## config.mk

```make
export PLATFORM = sky130hd
export DESIGN_NAME = commit_trace_fifo
export DESIGN_NICKNAME = d
export VERILOG_FILES = /design/src/rtl/commit_trace_fifo.sv
export SDC_FILE = /design/constraint.sdc
export NUM_CORES = 2
export LEC_CHECK = 0
export ABC_CLOCK_PERIOD_IN_PS = 27000
export CAP_MARGIN = 40
export CORE_MARGIN = 1
export CORE_UTILIZATION = 55
export CTS_CLUSTER_DIAMETER = 200
export DETAILED_ROUTE_END_ITERATION = 10
export GPL_TIMING_DRIVEN = 0
export PLACE_DENSITY_LB_ADDON = 0.2
export SLEW_MARGIN = 20
export SYNTH_ARGS = -nofsm -noshare
export SYNTH_HDL_FRONTEND = slang
export SYNTH_SLANG_ARGS = --single-unit
```

## constraint.sdc

```tcl
create_clock -name clk -period 27 [get_ports clk]
set_clock_uncertainty 0.2 [all_clocks]
set_input_delay 5.4 -clock clk [delete_from_list [all_inputs] [get_ports clk]]
set_output_delay 5.4 -clock clk [all_outputs]
set_load 0.005 [all_outputs]
```

## src/rtl/commit_trace_fifo.sv

```systemverilog
// commit_trace_fifo
// Receiving end of the WB-stage commit/debug trace. Every retired instruction
// (pc != 0 and WB not stalled) is captured into a FIFO and drained to a trace
// consumer over a valid/ready handshake. Counts retirements and drops.
//
// Optional build macro: TRACE_WRONLY_EN -- when defined, only retires that
// write a register (we=1 after x0 masking) are queued; the rest still count
// as retires but never occupy or overflow the FIFO.
//
// Ports
//   clk, rst_n           clock, synchronous active-low reset
//   wb_stall             WB entry held; not a new retirement
//   clear                synchronous flush of FIFO contents
//   debug_wb_*           WB commit trace (pc, rf_we, rf_wnum, rf_wdata)
//   trace_valid/ready    head-entry handshake to the consumer
//   trace_pc/we/wnum/wdata  head entry payload (0 when empty)
//   fifo_count           occupancy, 0..DEPTH
//   overflow             sticky: at least one retire dropped
//   drop_cnt             dropped retires, saturating
//   retire_cnt           all retires seen, dropped or not (wraps)
module commit_trace_fifo #(
  parameter int DEPTH = 16,
  parameter int CNT_W = 16
) (
  input  logic                     clk,
  input  logic                     rst_n,
  input  logic                     wb_stall,
  input  logic                     clear,
  input  logic [63:0]              debug_wb_pc,
  input  logic [7:0]               debug_wb_rf_we,
  input  logic [4:0]               debug_wb_rf_wnum,
  input  logic [63:0]              debug_wb_rf_wdata,
  output logic                     trace_valid,
  input  logic                     trace_ready,
  output logic [63:0]              trace_pc,
  output logic                     trace_we,
  output logic [4:0]               trace_wnum,
  output logic [63:0]              trace_wdata,
  output logic [$clog2(DEPTH):0]   fifo_count,
  output logic                     overflow,
  output logic [CNT_W-1:0]         drop_cnt,
  output logic [63:0]              retire_cnt
);

  localparam int AW = $clog2(DEPTH);

  typedef struct packed {
    logic        we;
    logic [4:0]  wnum;
    logic [63:0] wdata;
    logic [63:0] pc;
  } trace_ent_t;

  trace_ent_t    mem [DEPTH];
  trace_ent_t    new_ent, head;
  logic [AW-1:0] wr_ptr, rd_ptr;
  logic [AW:0]   count;
  logic          retire, wr_we, enq, full, empty, push, pop, drop;

  // Replicated write enables: only bit 0 carries information.
  logic unused_rf_we;
  assign unused_rf_we = ^debug_wb_rf_we[7:1];

  assign retire = (debug_wb_pc != 64'd0) && !wb_stall;
  assign wr_we  = debug_wb_rf_we[0] && (debug_wb_rf_wnum != 5'd0);

`ifdef TRACE_WRONLY_EN
  assign enq = retire && wr_we;
`else
  assign enq = retire;
`endif

  assign full  = (count == (AW+1)'(DEPTH));
  assign empty = (count == '0);
  assign pop   = !empty && trace_ready;
  // A full FIFO still accepts a push when the head leaves in the same cycle.
  assign push  = enq && (!full || pop);
  // A flush cycle discards everything, so it never counts as a drop.
  assign drop  = enq && full && !pop && !clear;

  assign new_ent = '{we: wr_we, wnum: debug_wb_rf_wnum,
                     wdata: debug_wb_rf_wdata, pc: debug_wb_pc};

  always_ff @(posedge clk) begin
    if (!rst_n) begin
      wr_ptr     <= '0;
      rd_ptr     <= '0;
      count      <= '0;
      overflow   <= 1'b0;
      drop_cnt   <= '0;
      retire_cnt <= '0;
    end else begin
      if (retire) retire_cnt <= retire_cnt + 64'd1;
      if (clear) begin
        wr_ptr <= '0;
        rd_ptr <= '0;
        count  <= '0;
      end else begin
        if (push) wr_ptr <= wr_ptr + AW'(1);
        if (pop)  rd_ptr <= rd_ptr + AW'(1);
        case ({push, pop})
          2'b10:   count <= count + (AW+1)'(1);
          2'b01:   count <= count - (AW+1)'(1);
          default: count <= count;
        endcase
        if (drop) begin
          overflow <= 1'b1;
          if (drop_cnt != '1) drop_cnt <= drop_cnt + CNT_W'(1);
        end
      end
    end
  end

  // Payload storage carries no reset; validity lives in count/pointers.
  always_ff @(posedge clk) begin
    if (rst_n && !clear && push) mem[wr_ptr] <= new_ent;
  end

  assign head        = mem[rd_ptr];
  assign trace_valid = !empty;
  assign trace_pc    = empty ? 64'd0 : head.pc;
  assign trace_we    = empty ? 1'b0  : head.we;
  assign trace_wnum  = empty ? 5'd0  : head.wnum;
  assign trace_wdata = empty ? 64'd0 : head.wdata;
  assign fifo_count  = count;

endmodule

```

==> results.sh <==
export IMPL_io_pins=367
export IMPL_die_w_um=397
export IMPL_grt_usage=0.274
export IMPL_failed_checks="DRC"
export IMPL_peakVddDrop_v=0.0000516
export IMPL_synth_main_ff_cell="edfxtp_1"
export IMPL_path_class="flop to output port"
export IMPL_setup_viol=0
export IMPL_drv_slew=0
export IMPL_ys_top_cells_by_area="edfxtp_1 75%, mux4_2 18%, dfxtp_1 2.3%"
export IMPL_wl_per_cell_um=31.4
export IMPL_first_iter_violations=4957
export IMPL_synthXorXnorAreaFrac=0.00531
export IMPL_hold_buffers=0
export IMPL_fin_crit_ns=10.55
export IMPL_place_gp_congestion=0.792
export IMPL_total_power_mw=7.05
export IMPL_max_freq_mhz=94.8
export IMPL_yosysSeqAreaShare=0.773
export IMPL_final_common_cell="edfxtp_1"
export IMPL_grt_max_degree=21
export IMPL_hp_class="flop to flop"
export IMPL_hold_violations=0
export IMPL_synth_cell_area_sq_um=85800
export IMPL_synth_edff_count=2144
export IMPL_clock_path_buffers=3
export IMPL_rows=144
export IMPL_h_tree_depth=4
export IMPL_vias=42600
export IMPL_via_per_inst=6.29
export IMPL_clk_latency_ns=0.84
export IMPL_crit_end="trace_wnum[3]"
export IMPL_postCtsResizedCells=0
export IMPL_tightest_slew_ns=0.896
export IMPL_grt_pass1_vias=43200
export IMPL_timing_rr_start="fifo_count[0]"
export IMPL_cp_max_fo=10
export IMPL_io_buffers=359
export IMPL_critical_path_arrival_ns=4.95
export IMPL_async_reset_ff_frac=0
export IMPL_r2r_slack_ns=23.21
export IMPL_synth_compound_area_frac=0.00564
export IMPL_wl_um=213000
export IMPL_synth_avg_cell_area_sq_um=23.1
export IMPL_layout_common_cells="2144 x edfxtp_1, 670 x mux4_2, 359 x clkdlybuf4s50_1, 223 x clkbuf_16, 170 x clkbuf_1"
export IMPL_final_layout_size_suffix_gt1_frac=0.269
export IMPL_ys_warn_count=0
export IMPL_endpoint_kind="output port"
export IMPL_path_clk_slew_ns=0.06
export IMPL_syn_nets=3875
export IMPL_synthAdderAreaFrac=0.00169
export IMPL_overflow=0
export IMPL_grt_pass1_wl_um=306000
export IMPL_postCtsSetupBuffers=0
export IMPL_die_h_um=397
export IMPL_antenna_found_initial=38
export IMPL_worstRegToRegCells=11
export IMPL_nNetsFinal=4691
export IMPL_status="finished with violations"
export IMPL_start_util=0.555
export IMPL_drv_cap=0
export IMPL_dp_hpwl_um=140000
export IMPL_cts_made_buffers=215
export IMPL_setup_tns_ns=0
export IMPL_yosys_area_share_simple=0.0287
export IMPL_root_buffer="clkbuf_16"
export IMPL_timing_final_crit_share=0.391
export IMPL_drc=30
export IMPL_grt_setup_unrepaired="no"
export IMPL_synth_top_family_by_area="multiplexers"
export IMPL_area_growth_pct=21.0
export IMPL_synthCells=3718
export IMPL_postRouteAntennaNets=0
export IMPL_ys_types=39
export IMPL_reg2reg_to="mem[6][81]"
export IMPL_power_density_nw_per_um2=67.9
export IMPL_cp_required_ns=21.40
export IMPL_core_sq_um=155000
export IMPL_cts_tree="done"
export IMPL_slew_headroom=0.402
export IMPL_critical_path_startpoint_type="flop"
export IMPL_power_leakage_nw=31.6
export IMPL_synth_top_area_share=0.750
export IMPL_yosys_area_top_type="edfxtp_1"
export IMPL_dieArea_sq_um=158000
export IMPL_synthMuxAreaShare=0.177
export IMPL_ys_seq_elements=2242
export IMPL_drtPass1Iterations=8
export IMPL_numClockSinks=2242
## layer usage
| layer | wire [um] | global-route usage | vias to the layer above | share of wire |
|---|---|---|---|---|
| met5 | 267 | 0 | - | 0.0013 |
| met2 | 103000 | 0.432 | 2098 | 0.49 |
| li1 | - | - | 17500 | - |
| met3 | 19700 | 0.0613 | 313 | 0.093 |
| met4 | 5190 | 0.0778 | 40 | 0.024 |
| met1 | 84000 | 0.391 | 22600 | 0.40 |
## Yosys cell counts (35+ instances only)
| library cell | count |
|---|---|
| buf_1 | 48 |
| dfxtp_1 | 98 |
| mux4_2 | 670 |
| a21oi_1 | 38 |
| nand3_1 | 36 |
| nor2_1 | 83 |
| nand2_1 | 44 |
| nor4_1 | 39 |
| xnor2_1 | 35 |
| edfxtp_1 | 2144 |
| clkbuf_1 | 137 |
| and2_1 | 139 |
## critical path, cell delays in order (launching register included)
cell,delay (ns)
dfxtp_1,0.31
clkbuf_1,0.26
clkbuf_2,0.62
clkbuf_2,0.40
buf_16,0.20
clkbuf_1,0.61
mux4_2,0.41
mux4_2,0.52
and2_1,0.18
clkdlybuf4s50_1,0.56
## sequential cells by signal (all words and copies together), names as in the netlist, named ones only
register and count:
fifo_count 5, mem 2144, wr_ptr 4, retire_cnt 64
drop_cnt 16, rd_ptr 4, overflow 1
## cell type report
| type | instances | area [sq um] |
|---|---|---|
| tap | 2044 | 2560 |
| antenna | 12 | 30.0 |
| clock inverter | 121 | 1160 |
| timing repair buffer | 599 | 8220 |
| buffer | 191 | 743 |
| clock buffer | 277 | 5890 |
| multi-input combinational | 1266 | 18800 |
| fill | 9613 | 50700 |
| inverter | 19 | 71.3 |
| sequential | 2242 | 66300 |
## metrics by stage
stage / worst slack, ns / util / area, sq um / hold WS, ns / cells
3_3_place_gp: 4.60 / 0.595 / 92000 / 0.253 / 6121
6_report: 16.45 / 0.672 / 104000 / 0.281 / 6771
2_1_floorplan: 14.29 / - / 85800 / 0.260 / 3718
4_1_cts: 16.28 / 0.671 / 104000 / 0.281 / 6744
5_1_grt: 16.30 / 0.672 / 104000 / 0.301 / 6764
3_5_place_dp: 16.18 / 0.625 / 96600 / 0.269 / 6346
## cells by family after synthesis
| family | after synthesis |
|---|---|
| simple gates | 446 |
| fa+ha+maj | 11 |
| compound gates | 80 |
| flops | 2242 |
| buf+inv | 210 |
| mux | 677 |
| xor+xnor | 52 |
## report_power, final
group / leakage, nW / internal [mW] / switching (mW) / total (mW)
clock: 3.48 / 1.74 / 1.26 / 3.01
sequential: 20.1 / 3.82 / 0.00288 / 3.82
combinational: 8.07 / 0.0995 / 0.123 / 0.223
## how the worst min path moves through the flow
stage	from	end	cells after the start	slack [ns]
2_1_floorplan	overflow	overflow	2	0.26
3_3_place_gp	overflow	overflow	2	0.25
3_5_place_dp	overflow	overflow	2	0.27
4_1_cts	overflow	overflow	2	0.28
5_1_grt	overflow	overflow	2	0.30
6_report	overflow	overflow	2	0.28
(Power assumes the default switching activity.)
